==> src/rtl/serial_subtractor_pkg.sv <==
// serial_subtractor_pkg: FSM state encoding and bit-counter width helper for serial_subtractor
package serial_subtractor_pkg;
  typedef enum logic [1:0] {ST_IDLE = 2'd0, ST_RUN = 2'd1, ST_DONE = 2'd2} state_t;
  function automatic int cnt_w(input int w);
    return $clog2(w);
  endfunction
endpackage

==> src/rtl/serial_subtractor_if.sv <==
// serial_subtractor_if: start/done bus; master drives start,a,b; slave drives busy,done,diff,bout,ovf
interface serial_subtractor_if #(parameter int WIDTH = 8);
  logic             start;
  logic [WIDTH-1:0] a;
  logic [WIDTH-1:0] b;
  logic             busy;
  logic             done;
  logic [WIDTH-1:0] diff;
  logic             bout;
  logic             ovf;
  modport master(output start, a, b, input busy, done, diff, bout, ovf);
  modport slave(input start, a, b, output busy, done, diff, bout, ovf);
endinterface

==> src/rtl/serial_subtractor_fullsub_s.sv <==
// fullsub_s: gate-level 1-bit full subtractor; in a,b,bin; out dout=a^b^bin, bout=borrow
module fullsub_s (
  input  logic a,
  input  logic b,
  input  logic bin,
  output logic dout,
  output logic bout
);
  logic t, na, nt, p, q;
  xor x1 (t, a, b);
  xor x2 (dout, t, bin);
  not n1 (na, a);
  and g1 (p, na, b);
  not n2 (nt, t);
  and g2 (q, nt, bin);
  or  o1 (bout, p, q);
endmodule

==> src/rtl/serial_subtractor.sv <==
// serial_subtractor: bit-serial a-b LSB first; ports clk, rst (sync high), s (slave: start,a,b -> busy,done,diff,bout,ovf)
module serial_subtractor import serial_subtractor_pkg::*; #(
  parameter int WIDTH = 8
) (
  input logic               clk,
  input logic               rst,
  serial_subtractor_if.slave s
);
  localparam int CW = cnt_w(WIDTH);
  state_t           state, state_n;
  logic [WIDTH-1:0] sa, sb, diff_r;
  logic [CW-1:0]    count;
  logic             borrow, bout_r, ovf_r, a_msb, b_msb, d, bn, last;
  fullsub_s u_fs (.a(sa[0]), .b(sb[0]), .bin(borrow), .dout(d), .bout(bn));
  assign last = count == CW'(WIDTH - 1);
  always_comb begin
    state_n = state == ST_IDLE ? (s.start ? ST_RUN : ST_IDLE) :
              state == ST_RUN  ? (last ? ST_DONE : ST_RUN) : ST_IDLE;
  end
  always_ff @(posedge clk) begin
    if (rst) begin
      state  <= ST_IDLE;
      sa     <= '0;
      sb     <= '0;
      diff_r <= '0;
      count  <= '0;
      borrow <= 1'b0;
      bout_r <= 1'b0;
      ovf_r  <= 1'b0;
      a_msb  <= 1'b0;
      b_msb  <= 1'b0;
    end else begin
      state <= state_n;
      if (state == ST_IDLE && s.start) begin
        sa     <= s.a;
        sb     <= s.b;
        borrow <= 1'b0;
        count  <= '0;
        a_msb  <= s.a[WIDTH-1];
        b_msb  <= s.b[WIDTH-1];
      end else if (state == ST_RUN) begin
        diff_r <= {d, diff_r[WIDTH-1:1]};
        sa     <= sa >> 1;
        sb     <= sb >> 1;
        borrow <= bn;
        count  <= last ? '0 : count + CW'(1);
        if (last) begin
          bout_r <= bn;
          ovf_r  <= (a_msb ^ b_msb) & (d ^ a_msb);
        end
      end
    end
  end
  assign s.busy = state == ST_RUN;
  assign s.done = state == ST_DONE;
  assign s.diff = diff_r;
  assign s.bout = bout_r;
  assign s.ovf  = ovf_r;
endmodule

==> src/flat_wrapper.sv <==
// flat-port wrapper written by rule: the top's interface ports become plain ports
module serial_subtractor_flat import serial_subtractor_pkg::*;
#(
  parameter int WIDTH = 8
)
  (clk, rst, s_start, s_a, s_b, s_busy, s_done, s_diff, s_bout, s_ovf);
  serial_subtractor_if #(.WIDTH(WIDTH)) s_i ();
  input logic clk;
  input logic rst;
  input wire logic [$bits(s_i.start)-1:0] s_start;
  input wire logic [$bits(s_i.a)-1:0] s_a;
  input wire logic [$bits(s_i.b)-1:0] s_b;
  output wire logic [$bits(s_i.busy)-1:0] s_busy;
  output wire logic [$bits(s_i.done)-1:0] s_done;
  output wire logic [$bits(s_i.diff)-1:0] s_diff;
  output wire logic [$bits(s_i.bout)-1:0] s_bout;
  output wire logic [$bits(s_i.ovf)-1:0] s_ovf;
  assign s_i.start = s_start;
  assign s_i.a = s_a;
  assign s_i.b = s_b;
  assign s_busy = s_i.busy;
  assign s_done = s_i.done;
  assign s_diff = s_i.diff;
  assign s_bout = s_i.bout;
  assign s_ovf = s_i.ovf;
  serial_subtractor #(.WIDTH(WIDTH)) u_core (.clk(clk), .rst(rst), .s(s_i));
endmodule
==> config.mk <==
export PLATFORM = sky130hd
export DESIGN_NAME = serial_subtractor_flat
export DESIGN_NICKNAME = d
export VERILOG_FILES = /design/src/rtl/serial_subtractor_pkg.sv /design/src/rtl/serial_subtractor_if.sv /design/src/rtl/serial_subtractor_fullsub_s.sv /design/src/rtl/serial_subtractor.sv /design/src/flat_wrapper.sv
export SDC_FILE = /design/constraint.sdc
export NUM_CORES = 1
export LEC_CHECK = 0
export CORE_UTILIZATION = 45
export DETAILED_ROUTE_END_ITERATION = 10
export PLACE_DENSITY = 0.72
export SKIP_CTS_REPAIR_TIMING = 1
export SYNTH_ARGS = -nofsm -noshare
export SYNTH_HDL_FRONTEND = slang
export SYNTH_SLANG_ARGS = --single-unit
==> constraint.sdc <==
create_clock -name clk -period 1.9 [get_ports clk]
set_input_delay 0.57 -clock clk [delete_from_list [all_inputs] [get_ports clk]]
set_output_delay 0.57 -clock clk [all_outputs]
set_load 0.01 [all_outputs]
### Yosys cells after proc, flatten, opt, wreduce, memory -nomap -nowiden

Cells that the tools add are included.

* register bits: 34
* input bits: 19
* output and inout bits: 12
* logic and storage cells: 40

* add/sub/neg operators: 1
* equal/unequal tests: 3
* multiplexer cells: 9
* bitwise logic cells: 11
* reduce and logical (&&, ||, !) cells: 6

Operators with widths (count)
* 8-bit two-way mux: 4
* 2-bit two-way mux: 3
* 1-bit bitwise XOR: 4
* 3-bit by 1-bit adder with 3-bit output (second input constant): 1
* 1-bit AND: 3
* 3-bit equality test (second input constant): 1
* 3-bit two-way mux: 1
* 1-bit inverter: 3
* 3-bit AND reduction: 1
* 2-bit by 1-bit equality test with 1-bit output (second input constant): 1
* 2-bit equality test (second input constant): 1
* 2-bit logical NOT: 1
* 2-bit AND reduction: 1
* 2-bit nonzero test: 1
* 2-bit OR reduction: 1
* 1-bit logical AND: 1
* 1-bit two-way mux: 1
* 1-bit OR: 1

### Depth between registers and ports, before layout

* depth in word-level cells: 4
* gate-level depth with buffers: 6
* mapped depth without buffers: 5

### Cells and area by module

A second synthesis with hierarchy kept.

* cells, all modules: 174
* area total of the unflattened synthesis: 1491.4 µm²

Modules (own cells, without submodules)
* serial_subtractor: instances 1, cells each 170, area each 1460.2 µm², seq. area each 680.7 µm²
* fullsub_s: instances 1, cells each 4, area each 31.3 µm², seq. area each 0.0 µm²

### Worst setup path after synthesis

No wires, ideal clock.

* path type: reg2out
* start point: reg u_core.state[0]
* end point: out s_busy
* arrival time: 0.942 ns
* required time: 1.330 ns
* setup slack: 0.388 ns
* cell stages (with the launch flop): 5
* path through: dfxtp_1 nand2b_1 buf_4 inv_4 buf_2

* word-level cells in the longest chain between the ends: 1

RTL lines
* from (decl): line serial_subtractor.sv:10 `state_t state, state_n;`
* from (signal assigned): line serial_subtractor.sv:33 `state <= state_n;`
* 2-bit by 1-bit equality test with 1-bit output: line serial_subtractor.sv:54 `assign s.busy = state == ST_RUN;`
* to (decl): line flat_wrapper.sv:13 `output wire logic [$bits(s_i.busy)-1:0] s_busy;`

No other way between the ends.

### Final worst setup path

* start point: reg u_core.diff_r[2] (netlist: u_core.s.diff[2])
* end point: out s_diff[2]

RTL lines
* from (decl): line serial_subtractor.sv:11 `logic [WIDTH-1:0] sa, sb, diff_r;`
* from (signal assigned): line serial_subtractor.sv:42 `diff_r <= {d, diff_r[WIDTH-1:1]};`
* to (decl): line flat_wrapper.sv:15 `output wire logic [$bits(s_i.diff)-1:0] s_diff;`

No word-level cell between the ends.

==> impl_table.tex <==
\begin{tabular}{lr}
\hline
Metric & Value \\
\hline
\multicolumn{2}{l}{\textbf{Synth}} \\
Syn avg cell area & 8.53 sq um \\
Compound-Gate Fraction of Synth Area & 21.7\% \\
Main combinational cell family by area after synthesis & compound AO/OA/AOI/OAI gates \\
Multiplexer fraction of the synthesized cell area & 1.40\% \\
Number of distinct library cells after synthesis & 28 \\
Synthesized Nets & 190 \\
Simple-gate area share of the yosys netlist & 20.5\% \\
Share of synthesized area occupied by flip-flops and latches & 47.5\% \\
Warnings, synthesis & 0 \\
Post-Synthesis Cell Area & 1430 sq um \\
Fraction of synthesized cell area in xor and xnor cells & 0\% \\
Number of instances in the synthesized netlist & 168 \\
Synthesized-area fraction occupied by adder cells & 3.14\% \\
Number of register bits inferred by synthesis & 34 \\
\multicolumn{2}{l}{\textbf{Layout}} \\
Final cell area excluding filler cells & 1860 sq um \\
Most common cell after layout, fill and taps aside & sky130\_fd\_sc\_hd\_\_nand2\_1 \\
Fraction of layout cells with a size suffix above 1 & 9.45\% \\
Total Nets Final & 223 \\
Antenna cell count & 0 \\
Filler cells & 273 \\
Commonest non-fill, non-tap cells in the layout & sky130\_fd\_sc\_hd\_\_nand2\_1 (36), sky130\_fd\_sc\_hd\_\_dfxtp\_1 (34), sky130\_fd\_sc\_hd\_\_a21oi\_1 (29) \\
Final cell count without fillers & 245 \\
Post-layout util & 61.4\% \\
Growth of design area from synthesis to finish & 29.7\% \\
\multicolumn{2}{l}{\textbf{Critical path}} \\
Sum of buffers and inverters on the critical path & 1 \\
Worst endpoint required time & 1330 ps \\
Crit Path Category & flop to primary output \\
Worst stage delay on the critical path & 550 ps \\
CP delay by family, top & buffers and inverters \\
Crit path max fanout & 3 \\
Critical path's slowest cell & sky130\_fd\_sc\_hd\_\_clkdlybuf4s50\_1 \\
Category of the worst setup path launch point & flop \\
Critical path cell sequence & clkdlybuf4s50\_1 \\
Worst EP arrival & 1250 ps \\
Sort of element at the end of the critical path & primary output \\
\multicolumn{2}{l}{\textbf{Pwr}} \\
LEAKAGE & 0.708 nW \\
Power Density & 736 nW/um\^{}2 \\
Worst voltage drop across the vdd grid & 460 uV \\
Post-layout total power & 1.37 mW \\
\multicolumn{2}{l}{\textbf{Routing}} \\
Routed WL per cell & 12.6 um \\
Iteration count of the initial detailed-routing pass & 4 \\
Antenna viol nets, final & 0 \\
Via density per instance & 5.14 \\
Total DRC errors in the routed layout & 0 \\
Drt total wl & 3090 um \\
Overall via count from detail\_route & 1259 \\
Iteration-0 DRC Markers & 51 \\
\multicolumn{2}{l}{\textbf{GRT}} \\
Combined global-route utilization of all metal layers & 21.1\% \\
Residual overflow from global routing & 0 \\
Maximum number of pins on one net before global-route repair & 35 \\
Wire length of the first global-routing pass & 5420 um \\
Via count of the first global-routing pass & 1243 \\
Initial antenna violation count & 0 \\
\multicolumn{2}{l}{\textbf{Timing}} \\
Setup Total Neg Slack & 0 ps \\
Final-layout worst hold slack & 460 ps \\
Highest clock rate & 551 MHz \\
Pins Over Slew Limit & 0 \\
Headroom to the max-slew limit & 74.5\% \\
Transition time of the tightest slew-check pin & 382 ps \\
Number of hold violations in the final report & 0 \\
Count of final setup violators & 0 \\
Min setup slack post-route & 83.8 ps \\
Final critical delay including setup and external delays & 1820 ps \\
Crit share post-route & 95.6\% \\
RSZ-0062 raised after global routing & false \\
Clock Skews & 6.29 ps \\
\multicolumn{2}{l}{\textbf{Outcome}} \\
Result of the run & completed \\
\multicolumn{2}{l}{\textbf{Die}} \\
Placeable core region & 3030 sq um \\
Y dimension of the die & 58.4 um \\
Effective utilization at floorplan & 47.3\% \\
Io pins & 31 \\
Die area & 3410 sq um \\
Number of standard-cell rows in the floorplan & 20 \\
Die width & 58.4 um \\
\multicolumn{2}{l}{\textbf{Placement}} \\
Standard cell area after detailed placement & 1810 sq um \\
Number of instances in the placed design & 238 \\
GPL Wtd Cong & 0.723 \\
DP HPWL & 2050 um \\
Port Buffers & 30 \\
Worst slack after detailed placement & -50.0 ps \\
\multicolumn{2}{l}{\textbf{Clock tree}} \\
Buffer type at the clock tree root & sky130\_fd\_sc\_hd\_\_clkbuf\_4 \\
CTS H-tree depth & 2 \\
Inserted Clock Buffers & 5 \\
TritonCTS clock tree & done \\
Largest buffer count on any clock path & 2 \\
Clock net sink count & 34 \\
CTS clk-pin slew, worst paths & 100 ps \\
Worst skew pair latency & 330 ps \\
\multicolumn{2}{l}{\textbf{Min path}} \\
Type of the most critical hold path & flop to flop \\
\multicolumn{2}{l}{\textbf{Run}} \\
Number of max-cap violations & 0 \\
\hline
\end{tabular}
-- power breakdown --
group | internal (mW) | leakage (nW) | switching, mW
clock network | 0.139 | 0.0254 | 0.219
logic | 0.116 | 0.404 | 0.119
registers | 0.752 | 0.278 | 0.0211
total | 1.01 | 0.708 | 0.359
-- sequential cells by signal, summed over array words and instances, names as in the netlist --
register / cells
u_core.a_msb: 1
u_core.b_msb: 1
u_core.borrow: 1
u_core.count: 3
u_core.s.bout: 1
u_core.s.diff: 8
u_core.s.ovf: 1
u_core.sa: 8
u_core.sb: 8
u_core.state: 2
-- final cells by class --
cell class | instances | area, sq um | area share (%)
well taps | 44 | 55.1 | 2.96
repair buffers | 38 | 390 | 21.0
flip-flops and latches | 34 | 681 | 36.6
clock buffers | 7 | 45.0 | 2.42
multi-input cells | 118 | 669 | 36.0
inverters | 4 | 17.5 | 0.943
-- Yosys cell counts (all sizes together) --
library cell,instances,share of area [%]
a2111oi,1,1.0
a211oi,15,8.2
a21oi,29,10
a311oi,2,1.2
and2b,1,0.52
and3b,1,0.61
buf,9,3.8
clkbuf,3,0.79
dfxtp,34,48
fa,1,1.4
ha,2,1.7
inv,4,1.2
mux2i,2,1.4
nand2,36,9.4
nand2b,1,0.44
nor2,16,4.2
nor3,2,0.70
nor3b,1,1.3
o21a,1,0.52
o21bai,1,0.52
or2b,2,1.0
or3,1,0.44
or3b,3,1.8
-- worst paths after layout --
kind                    startpoint              end  slack, ps  depth (start not counted)
hold / removal        u_core.sa[7]     u_core.sa[7]        460                          2
setup / recovery  u_core.s.diff[2]        s_diff[2]         80                          1
hold reg to reg       u_core.sa[7]     u_core.sa[7]        460                          2
setup reg to reg   u_core.count[0]  u_core.count[0]        370                          4
-- logic make-up (layout without fill, tap and decap cells) --
kind of cell | Yosys count | in the layout
AOI/OAI and AO/OA | 49 | 49
adders and majority gates | 3 | 3
buffers and inverters | 16 | 49
DFF | 34 | 34
muxes | 2 | 2
and+or+nand+nor | 64 | 64
-- routing by layer --
layer  GRT usage, %  routed length [um]  vias up
met5              0                   0        -
met4           7.82                  42        0
met3           6.81                 143        6
met2           35.6                1500       31
met1           24.9                1410      584
li1               -                   -      638
Note: power is estimated with default switching activity, not from simulation.
